### src/rtl/lgn_result_scheduler.sv
// Streams per-class popcount scores and the argmax class of the network output to uart_tx,
// one byte in flight at a time.
module lgn_result_scheduler #(
    parameter int OUTPUT_BITS = 50,
    parameter int CLASSES     = 10,
    parameter int GROUP_BITS  = 5
) (
    input  logic                   clk,
    input  logic                   rst_n,
    input  logic                   start,
    input  logic                   mode,
    input  logic [OUTPUT_BITS-1:0] net_bits,
    input  logic                   tx_active,
    input  logic                   tx_done,
    output logic [7:0]             tx_data,
    output logic                   tx_send,
    output logic                   busy,
    output logic                   done,
    output logic [7:0]             argmax_idx,
    output logic                   argmax_valid
);

    localparam int BIW = $clog2(OUTPUT_BITS + 1);
    localparam int CIW = (CLASSES > 1) ? $clog2(CLASSES) : 1;
    localparam logic [BIW-1:0] LAST_BIT = BIW'(OUTPUT_BITS - 1);
    localparam logic [7:0]     LAST_GRP = 8'(GROUP_BITS - 1);
    localparam logic [7:0]     NCLS     = 8'(CLASSES);

    typedef enum logic [2:0] {IDLE, COUNT, LOAD, SEND, WAIT, FIN} state_t;
    state_t state, state_nx;

    logic [OUTPUT_BITS-1:0] bits_q;
    logic                   mode_q;
    logic [BIW-1:0]         bit_cnt;
    logic [7:0]             grp_cnt, cls_cnt, ptr;
    logic [7:0]             best_val, best_idx, best_val_nx, best_idx_nx;
    logic [7:0]             acc;
    logic [7:0]             score [CLASSES];

    // Bit-serial accumulate; a class competes for argmax only once its last bit is in.
    always_comb begin
        acc         = score[cls_cnt[CIW-1:0]] + {7'd0, bits_q[0]};
        best_val_nx = best_val;
        best_idx_nx = best_idx;
        if (grp_cnt == LAST_GRP && acc > best_val) begin
            best_val_nx = acc;
            best_idx_nx = cls_cnt;
        end
    end

    always_ff @(posedge clk or negedge rst_n) begin
        if (!rst_n) state <= IDLE;
        else        state <= state_nx;
    end

    always_comb begin
        state_nx = state;
        tx_send  = 1'b0;
        done     = 1'b0;
        case (state)
            IDLE:  if (start) state_nx = COUNT;
            COUNT: if (bit_cnt == LAST_BIT) state_nx = LOAD;
            LOAD:  state_nx = SEND;
            SEND: begin
                if (!tx_active) begin
                    tx_send  = 1'b1;
                    state_nx = WAIT;
                end
            end
            WAIT:  if (tx_done) state_nx = (ptr == NCLS) ? FIN : LOAD;
            FIN: begin
                done     = 1'b1;
                state_nx = IDLE;
            end
            default: state_nx = IDLE;
        endcase
    end

    always_ff @(posedge clk or negedge rst_n) begin
        if (!rst_n) begin
            bits_q       <= '0;
            mode_q       <= 1'b0;
            bit_cnt      <= '0;
            grp_cnt      <= '0;
            cls_cnt      <= '0;
            ptr          <= '0;
            best_val     <= '0;
            best_idx     <= '0;
            tx_data      <= '0;
            busy         <= 1'b0;
            argmax_idx   <= '0;
            argmax_valid <= 1'b0;
            for (int c = 0; c < CLASSES; c++) score[c] <= '0;
        end else begin
            case (state)
                IDLE: begin
                    if (start) begin
                        bits_q       <= net_bits;
                        mode_q       <= mode;
                        bit_cnt      <= '0;
                        grp_cnt      <= '0;
                        cls_cnt      <= '0;
                        best_val     <= '0;
                        best_idx     <= '0;
                        argmax_valid <= 1'b0;
                        busy         <= 1'b1;
                        for (int c = 0; c < CLASSES; c++) score[c] <= '0;
                    end
                end
                COUNT: begin
                    bits_q                   <= bits_q >> 1;
                    score[cls_cnt[CIW-1:0]]  <= acc;
                    bit_cnt                  <= bit_cnt + 1'b1;
                    best_val                 <= best_val_nx;
                    best_idx                 <= best_idx_nx;
                    if (grp_cnt == LAST_GRP) begin
                        grp_cnt <= '0;
                        cls_cnt <= cls_cnt + 8'd1;
                    end else begin
                        grp_cnt <= grp_cnt + 8'd1;
                    end
                    if (bit_cnt == LAST_BIT) begin
                        argmax_idx   <= best_idx_nx;
                        argmax_valid <= 1'b1;
                        ptr          <= mode_q ? NCLS : 8'd0;
                        cls_cnt      <= '0;
                    end
                end
                LOAD: tx_data <= (ptr < NCLS) ? score[ptr[CIW-1:0]] : argmax_idx;
                WAIT: if (tx_done && ptr != NCLS) ptr <= ptr + 8'd1;
                FIN:  busy <= 1'b0;
                default: ;
            endcase
        end
    end

endmodule

### config.mk
export PLATFORM = sky130hd
export DESIGN_NAME = lgn_result_scheduler
export DESIGN_NICKNAME = d
export VERILOG_FILES = /design/src/rtl/lgn_result_scheduler.sv
export SDC_FILE = /design/constraint.sdc
export NUM_CORES = 1
export LEC_CHECK = 0
export ABC_AREA = 1
export BUFFER_PORTS_ARGS = -buffer_cell sky130_fd_sc_hd__clkbuf_2
export CAP_MARGIN = 20
export CORE_MARGIN = 2
export CORE_UTILIZATION = 60
export CTS_CLUSTER_DIAMETER = 120
export DETAILED_ROUTE_END_ITERATION = 10
export PLACE_DENSITY = 0.88
export SLEW_MARGIN = 10
export SYNTH_ARGS = -nofsm -noshare
export SYNTH_HDL_FRONTEND = slang
export SYNTH_SLANG_ARGS = --single-unit
### constraint.sdc
create_clock -name clk -period 11.1 [get_ports clk]
set_input_delay 0.555 -clock clk [delete_from_list [all_inputs] [get_ports clk]]
set_output_delay 0.555 -clock clk [all_outputs]
set_load 0.02 [all_outputs]
Yosys cells after proc, flatten, opt, wreduce, memory -nomap -nowiden:

Cells that the tools add are included.

* $add $sub $neg: 5
* order comparisons: 5
* equal/unequal tests: 16
* multiplexer cells: 44
* bitwise gates (word level): 2
* reduce and logical (&&, ||, !) cells: 16

Operators by type and width (count)
* 80-bit one-hot mux with 2 select lines: 1
* 8-bit 2-to-1 mux: 14
* 50-bit one-hot mux with 2 select lines: 1
* 80-bit bitwise mux: 1
* 80-bit 2-to-1 mux: 1
* 8-bit one-hot mux with 2 select lines: 5
* 8-bit binary-select mux with 4-bit select: 2
* 50-bit 2-to-1 mux: 1
* 8-bit demux with 4-bit select: 1
* 8-bit by 1-bit adder with 8-bit output, second input constant: 3
* 3-bit 2-to-1 mux: 5
* 3-bit one-hot mux with 5 select lines: 1
* 2-bit != test, second input constant: 6
* 6-bit one-hot mux with 2 select lines: 1
* 3-bit AND reduction: 4
* 5-bit greater-or-equal comparator, second input constant: 2
* 4-bit inverter with 5-bit output: 2
* 8-bit by 1-bit adder with 8-bit output: 1
* 8-bit by 3-bit equality test with 1-bit output, second input constant: 1
* 8-bit by 4-bit equality test with 1-bit output, second input constant: 1
* 8-bit greater-than comparator: 1
* 8-bit by 4-bit less-than comparator with 1-bit output, second input constant: 1
* 8-bit by 4-bit != test with 1-bit output, second input constant: 1
* 2-bit AND reduction: 4
* other kinds (15): 27

* flip-flop bits (word level): 198
* logic and storage cells: 111

Logic depth before layout (Yosys ltp):

Gate-level depths: netlist of the first run.

* depth after elaboration: 9
* depth in mapped cells: 29
* mapped depth without buffers: 24

Worst setup path after synthesis of the first run:

OpenSTA, ideal clock, no wires.

* kind: reg2reg
* from: register cls_cnt[0]
* to: register best_val[0]
* setup time: 135 ps
* data arrival time: 3517 ps
* setup slack: 7447 ps
* stages on the path, launching flop included: 27
* path buffers: 5
* cells stage by stage: dfrtp_1 -> buf_6 -> buf_4 -> buf_2 -> o21ai_0 -> a21oi_1 -> a211o_1 -> ha_1 -> ha_1 -> nand2_1 -> nor2_2 -> nand2_1 -> nand2_1 -> buf_4 -> nand2_1 -> inv_1 -> ha_1 -> nand2_1 -> nor2_1 -> inv_1 -> o21ai_0 -> nand2_2 -> o21ai_4 -> inv_1 -> buf_2 -> nand2_1 -> o21ai_0

* word-level cells in the longest chain between the ends: 9
* elaborated cells between the ends (all ways): 11

Ends and longest elaborated chain
* start, declared: line 35 `logic [7:0] grp_cnt, cls_cnt, ptr;`
* start signal, assigned: line 118 `cls_cnt <= cls_cnt + 8'd1;`
* 4-bit inverter with 5-bit output (not written as such) (*): line 42 `acc = score[cls_cnt[CIW-1:0]] + {7'd0, bits_q[0]};`
* 8-bit binary-select mux with 4-bit select (*): line 42
* 8-bit 2-to-1 mux (not written as such) (*) (2 in series): line 42
* 8-bit by 1-bit adder with 8-bit output (*): line 42
* 8-bit greater-than comparator: line 45 `if (grp_cnt == LAST_GRP && acc > best_val) begin`
* 1-bit logical AND: line 45
* 2-bit != test (no source line)
* 3-bit AND reduction (no source line)
* end signal, assigned: line 114 `best_val <= best_val_nx;`
* end, declared: line 36 `logic [7:0] best_val, best_idx, best_val_nx, best_idx_nx;`

Every way passes the cells marked *; elsewhere a longest branch is shown, timed or not. The select of a mux whose other input is x is not followed.
A chain may end at the register's enable or synchronous reset.

Final worst setup path of the first run:

* from: register cls_cnt[1]
* to: register best_val[1]

The elaborated chain is that of the path after synthesis.

==> results.md, run 1 <==
* Period utilization at between 40% and 50%
* Setup Viol. Count Final at 0
* Distinct cells, synth at 46
* Total negative slack at 0 ns
* Post-Syn Nets at roughly 1400
* Net Sw Power at around 1.6 mW
* Final max-slew violation count at 0
* GPL Wtd Cong at around 1.0
* Ys Warns at 0
* Critical Path Source Type: flip-flop
* H-Tree Depth at 4
* Slew @ Worst Pin at ~1.0 ns
* Maximum clock frequency at 0.202 GHz
* Pin count of the biggest net entering global routing at 132
* Synth Flop Type: dfrtp_1
* Clk slew on worst S/H paths at around 0.07 ns
* Commonest non-fill, non-tap cell in the layout: nand2_1
* Hold path depth at 2
* Diode count at 0
* Max Cap Viol at 0
* Reg2reg path depth at 22
* Asr flop ratio synth at 100%
* Root buffer cell: clkbuf_16
* ANT nets after route at 0
* Die area at around 19000 sq um
* Status: complete, no violations
* Sequential Area at 4950 sq um
* HP Class: primary input to flip-flop
* Routed len/inst at between 15 and 20 microns
* P_int at 1.69 mW
* Max Root-Sink Buffers at 2
* Multi-input logic area at between 4000 and 5000 sq um
* Synthesized area at 10600 sq um
* Setup Crit Path Kind: flip-flop to flip-flop
* Mapped Avg Cell Area at about 8 sq um
* Nets@finish at between 1000 and 1500
* Initial antenna violation count at 0
* Final wirelength at 28600 microns
* VDD IR max at 0.000308 V
* Gr usage total at 31.9%
* Iter 0 DRT Violations at 974
* Residual DRC count at 0
* Filler cell count at roughly 1400
* WP data required at between 10 and 15 ns
* First-pass GRT wire length at about 46000 microns
* Clk_lat worst skew at 0.45 ns
* Critical Path Sink Type: flip-flop
* Port bufs at between 70 and 80
* RSZ-0062 raised after global routing: no
* Initial Util at about three fifths
* Minimum clock period at about 5.0 ns
* Tot Pwr at around 3.3 mW
* Final hold vios at 0
* Combinational Power Share at 49.2%
* Grt ovf at 0
* Core Footprint at between 15000 and 20000 sq um
* Die Width at between 100 and 150 microns
* Clk_skew at ~0.012 ns
* Pwr Density at about 280 nW/um^2
* Leakage at 5.59 nW
* Switching share of power at about half
* I/O pin count at between 70 and 80
* Rel. slew slack at between 30% and 40%
* Register bit total from synthesis at about 200
* EDFF count, synth at 0
* Die height at 137 microns
* Layout cells sized above 1 at between 10% and 20%
* Post-synthesis instance total at between 1000 and 1500
* Area Growth Syn to Fin at 9.10%
* CTS tree: done
* Sequential share of the synthesized area at 46.7%
* 1st-pass router iterations at 6
* Vias after detailed routing at 9851
* Hold_ws at around 0.34 ns
* CP arrival at between 5 and 6 ns
* Power share of the clock group at around a fifth
* Vias in the first global route at between 9000 and 10000
* Most frequent cells in the layout: 313 x nand2_1, 198 x dfrtp_1, 159 x inv_1
* Core Rows at 48
* Detailed Place HPWL at about 19000 microns
* Part of the power in registers at 31.6%
* Drt via density at approximately 6
* TritonCTS buffer count at 17
* Worst Path Max Fanout at 23
* CTS sink count at around 200
## Yosys cell counts, types with 2 or more instances
master / n / area, sq um
o211ai_1: 20 / 150
nand2_2: 5 / 31.3
a31oi_1: 3 / 18.8
o22ai_1: 90 / 563
nor2_1: 151 / 567
o31ai_1: 3 / 22.5
buf_2: 22 / 110
inv_1: 159 / 597
inv_2: 6 / 22.5
xor2_1: 8 / 70.1
nor3_1: 15 / 75.1
xnor2_1: 2 / 17.5
nand2_1: 315 / 1180
dfrtp_1: 198 / 4950
a21oi_1: 46 / 230
ha_1: 20 / 250
buf_1: 9 / 33.8
nor2_4: 4 / 45.0
buf_4: 8 / 60.1
clkbuf_1: 23 / 86.3
o21ai_0: 97 / 485
o21ai_2: 6 / 52.6
nor4_1: 2 / 12.5
o21ai_1: 6 / 30.0
nand4_1: 38 / 238
nor2_2: 2 / 12.5
and2_1: 2 / 12.5
nand3_2: 4 / 40.0
nand3_1: 73 / 365
buf_6: 9 / 101
## timing repair
action / CTS / global route
hold buffers: 0 / 1
gates resized for setup: 0 / 0
buffers inserted: 0 / 0
endpoints found under the hold margin: 0 / 23
## cells by family after synthesis
logic type,count (synthesis),share of synthesized area [%]
adder cells (fa/ha/maj),20,2.36
buffers and inverters,237,9.57
multiplexers,2,0.201
flip-flops,198,46.7
AO/OA/AOI/OAI,280,15.4
AND/OR/NAND/NOR,614,24.7
XOR/XNOR,11,0.980
## path summary, 6_finish.rpt
path | slack, ns | to | start
max | 6.15 | best_val[1] | cls_cnt[1]
min | 0.34 | mode_q | mode
max reg2reg | 6.15 | best_val[1] | cls_cnt[1]
min reg2reg | 0.48 | score[67] | score[67]
max in group asynchronous | 9.46 | bits_q[18] | rst_n
min in group asynchronous | 0.54 | score[26] | rst_n
## per-stage QoR
step | cells | setup slack (ns) | utilization (%) | area, sq um
6_report | 1633 | 6.15 | 66.9 | 11600
5_1_grt | 1633 | 5.71 | 66.9 | 11600
4_1_cts | 1631 | 6.28 | 66.7 | 11500
3_5_place_dp | 1599 | 6.32 | 63.3 | 10900
3_3_place_gp | 1599 | 6.48 | 63.3 | 10900
2_1_floorplan | 1362 | 7.45 | - | 10600
## routing by layer
metal | part of all wire [%] | wire, microns | GRT usage, %
met1 | 41 | 11700 | 42.2
met2 | 45 | 12800 | 48.8
met3 | 9.7 | 2770 | 8.96
met4 | 4.9 | 1390 | 15.0
met5 | 0 | 0 | 0
## sequential cells by signal, summed over array words and instances, names as in the netlist
| signal | flops |
|---|---|
| score | 80 |
| mode_q | 1 |
| grp_cnt | 8 |
| best_idx | 8 |
| argmax_valid | 1 |
| bits_q | 50 |
| argmax_idx | 8 |
| cls_cnt | 8 |
| busy | 1 |
| ptr | 8 |
| bit_cnt | 6 |
| tx_data | 8 |
| best_val | 8 |
| state | 3 |
## critical path: stages (launching register included)
cell,delay [ns]
dfrtp_1,0.95
inv_2,0.41
a21oi_1,0.21
o21ai_0,0.10
a21oi_1,0.16
a211o_1,0.13
ha_1,0.18
ha_1,0.20
nand2_1,0.09
nor2_2,0.15
nand3_1,0.35
nand2_1,0.18
inv_1,0.05
ha_1,0.26
nand2_1,0.06
nor2_1,0.15
inv_1,0.05
o21ai_0,0.20
nand2_2,0.25
o21ai_4,0.27
inv_1,0.20
nand2_1,0.09
o21ai_0,0.09
## power by group through the flow
stage | clock, mW | sequential (mW) | combinational, mW
floorplan | 0 | 1.01 | 1.19
global placement | 0 | 1.03 | 1.49
detailed placement | 0 | 1.04 | 1.55
CTS | 0.629 | 1.03 | 1.56
global route | 0.666 | 1.05 | 1.77
finish | 0.627 | 1.03 | 1.60
## layout make-up
class	instances	area share, %
clock buffers	20	3.95
clock inverters	12	1.14
inverters	166	5.39
multi-input cells	927	40.1
flip-flops and latches	198	42.8
well taps	225	2.43
repair buffers	85	4.16
No activity file was read; power rests on OpenSTA's default activity.
==> run 2, diff against run 1 <==
--- a/config.mk
+++ b/config.mk
@@ -9,10 +9,10 @@
 export BUFFER_PORTS_ARGS = -buffer_cell sky130_fd_sc_hd__clkbuf_2
 export CAP_MARGIN = 20
 export CORE_MARGIN = 2
-export CORE_UTILIZATION = 60
+export CORE_UTILIZATION = 55
 export CTS_CLUSTER_DIAMETER = 120
 export DETAILED_ROUTE_END_ITERATION = 10
-export PLACE_DENSITY = 0.88
+export PLACE_DENSITY = 0.86
 export SLEW_MARGIN = 10
 export SYNTH_ARGS = -nofsm -noshare
 export SYNTH_HDL_FRONTEND = slang
==> constraint.sdc (replaced) <==
create_clock -name clk -period 4.33 [get_ports clk]
set_input_delay 0.2165 -clock clk [delete_from_list [all_inputs] [get_ports clk]]
set_output_delay 0.2165 -clock clk [all_outputs]
set_load 0.02 [all_outputs]
==> run 2 against run 1 <==
Effect of this change: clock power rose to 2.6 times the previous value; final cell count rose by 2.9%; critical path depth fell by 1; wire length rose by 0.10%; global-route usage fell by 2.8 points; clock skew fell by 0.0042 ns; combinational power rose to 2.6 times the previous value; non-clock buffer count rose by 13; hold slack got worse by 0.33 ns; power rose to 2.6 times the previous value; sequential share of layout area fell by 0.59 points; via count rose by 0.19%; critical endpoint unchanged; largest power group unchanged.
==> results.md, run 2 (synthesis results as in run 1) <==
* Status: complete, no violations (unchanged)
* Max Root-Sink Buffers at 2 (unchanged)
* Core Rows at 50 (was 48)
* Net Sw Power at 4.03 mW (was 1.56 mW)
* Part of the power in registers at 31.3% (was 31.6%)
* Nets@finish at 1484 (was 1471)
* Slew @ Worst Pin at 0.946 ns (was 1.01 ns)
* Detailed Place HPWL at 19200 microns (was 18900 microns)
* Placed standard-cell area at 11100 sq um (was 10900 sq um)
* Grt ovf at 0 (unchanged)
* Rel. slew slack at 36.9% (was 32.7%)
* CTS tree: done (unchanged)
* Maximum clock frequency at 0.253 GHz (was 0.202 GHz)
* Diode count at 0 (unchanged)
* Vias in the first global route at 9329 (was 9218)
* Die area at 20400 sq um (was 18700 sq um)
* Residual DRC count at 0 (unchanged)
* Vias after detailed routing at 9870 (was 9851)
* Leakage at 5.66 nW (was 5.59 nW)
* Final max-slew violation count at 0 (unchanged)
* R2R Path Start: cls_cnt[0] (was cls_cnt[1])
* Iter 0 DRT Violations at 1083 (was 974)
* Worst Path Max Fanout at 43 (was 23)
* Switching share of power at 47.7% (was 48.0%)
* GPL Wtd Cong at 0.967 (was 1.02)
* Pwr Density at 719 nW/um^2 (was 282 nW/um^2)
* Total negative slack at 0 ns (unchanged)
* Final instance area at 11700 sq um (was 11600 sq um)
* Core Footprint at 18800 sq um (was 17300 sq um)
* Setup Viol. Count Final at 0 (unchanged)
* Critical Path Source Type: flip-flop (unchanged)
* CP arrival at 4.26 ns (was 5.25 ns)
* Die Width at 143 microns (was 137 microns)
* Final wirelength at 28600 microns (about the same)
* Root buffer cell: clkbuf_16 (unchanged)
* Clk_lat worst skew at 0.44 ns (was 0.45 ns)
* H-Tree Depth at 4 (unchanged)
* Critical Path Source: cls_cnt[0] (was cls_cnt[1])
* Top Registers: score: 80 flops, bits_q: 50 flops (unchanged)
* Setup Crit Path Kind: flip-flop to flip-flop (unchanged)
* Top reg by flops: score (unchanged)
* ANT nets after route at 0 (unchanged)
* Most frequent cells in the layout: 313 x nand2_1, 197 x dfrtp_1, 159 x inv_1 (was 313 x nand2_1, 198 x dfrtp_1, 159 x inv_1)
* Combinational Power Share at 49.6% (was 49.2%)
* Initial antenna violation count at 0 (unchanged)
* Routed len/inst at 17.0 microns (was 17.5 microns)
* HP Class: primary input to flip-flop (unchanged)
* Pre-CTS setup slack at 0.356 ns (was 6.32 ns)
* Drt via density at 5.87 (was 6.03)
* Max Cap Viol at 0 (unchanged)
* Max FFs per register at 80 (unchanged)
* I/O pin count at 76 (unchanged)
* Die height at 143 microns (was 137 microns)
* Layout cells sized above 1 at 11.5% (was 10.7%)
* Final hold vios at 0 (unchanged)
* Clk slew on worst S/H paths at 0.07 ns (about the same)
* Port bufs at 75 (unchanged)
* VDD IR max at 0.000530 V (was 0.000308 V)
* Period utilization at 91.4% (was 44.6%)
* First-pass GRT wire length at 46900 microns (was 46300 microns)
* Area Growth Syn to Fin at 10.7% (was 9.10%)
* Gr usage total at 29.2% (was 31.9%)
* Initial Util at 56.3% (was 61.3%)
* TritonCTS buffer count at 17 (unchanged)
* P_int at 4.41 mW (was 1.69 mW)
* Power share of the clock group at 19.1% (was 19.2%)
* Minimum clock period at 3.96 ns (was 4.95 ns)
* Commonest non-fill, non-tap cell in the layout: nand2_1 (unchanged)
* Worst Hold Launch: mode (unchanged)
* WP data required at 4.63 ns (was 11.40 ns)
* Critical Path Sink Type: flip-flop (unchanged)
* 1st-pass router iterations at 5 (was 6)
* Pin count of the biggest net entering global routing at 136 (was 132)
* CTS sink count at 198 (unchanged)
* Post-route setup slack at 0.372 ns (was 6.15 ns)
* RSZ-0062 raised after global routing: no (unchanged)
* Clk_skew at 0.00795 ns (was 0.0121 ns)
## run 2: cell count changes in the layout (fill, tap and decap cells not counted), sizes merged
cell and change:
buf +13, clkinvlp -1, inv +1
## run 2: worst max-delay path, stage by stage, from the launching register on
cell and delay, ns:
dfrtp_1 0.42, buf_6 0.32, a21oi_1 0.11, o21ai_0 0.10, a21oi_1 0.09, a211o_1 0.31
ha_1 0.23, nand2_2 0.10, nor2_4 0.05, nand2_1 0.07, nand2_2 0.19, and2_1 0.21
ha_1 0.28, nand2_1 0.07, nor2_1 0.14, inv_1 0.05, o21ai_0 0.19, nand2_2 0.24
o21ai_4 0.26, inv_1 0.19, nand2_1 0.10, o21ai_0 0.07
## run 2: final timing paths
check | end | depth (start not counted) | slack (ns)
setup / recovery | best_val[1] | 21 | 0.37
hold / removal | mode_q | 2 | 0.009
setup reg to reg | best_val[1] | 21 | 0.37
hold reg to reg | best_val[3] | 2 | 0.48
max in group asynchronous | bits_q[9] | 4 | 2.90
min in group asynchronous | ptr[3] | 2 | 0.32
## run 2: power groups by stage
stage | sequential [mW] | clock [mW] | combinational, mW
6_report | 2.64 | 1.61 | 4.18
5_1_grt | 2.69 | 1.70 | 4.61
4_1_cts | 2.63 | 1.62 | 4.09
3_5_place_dp | 2.65 | 0 | 4.06
3_3_place_gp | 2.64 | 0 | 3.94
2_1_floorplan | 2.58 | 0 | 3.06
## run 2: what timing repair did
item                                    4_1_cts  5_1_grt
gates resized for setup                       0        4
endpoints found under the setup margin        0        8
endpoints found under the hold margin         0       64
buffers inserted                              0        0
hold buffers                                  0        1
## run 2: final cells by class
class                           count  area, sq um
Fill cell                        1522         7100
Sequential cell                   198         4960
Multi-Input combinational cell    927         4640
Inverter                          166          626
Timing Repair Buffer               98          596
Clock buffer                       20          457
Tap cell                          260          325
Clock inverter                     12          135
## run 2: per-layer routing
metal | track usage (%) | routed length, microns | part of all wire (%) | vias up
met5 | 0 | 0 | 0 | -
met4 | 12.8 | 994 | 3.5 | 0
met3 | 6.57 | 2640 | 9.2 | 81
met2 | 45.0 | 13100 | 46 | 506
met1 | 39.7 | 11900 | 42 | 4693
li1 | - | - | - | 4590
## run 2: through the flow
step,total power [mW],hold WS (ns),util (%),instances
finish,8.43,0.00880,62.3,1681
detailed placement,6.71,0.457,58.9,1647
global route,9.00,0.00827,62.3,1681
floorplan,5.64,-0.0791,-,1362
global placement,6.58,0.450,58.9,1647
CTS,8.34,0.00319,62.1,1679
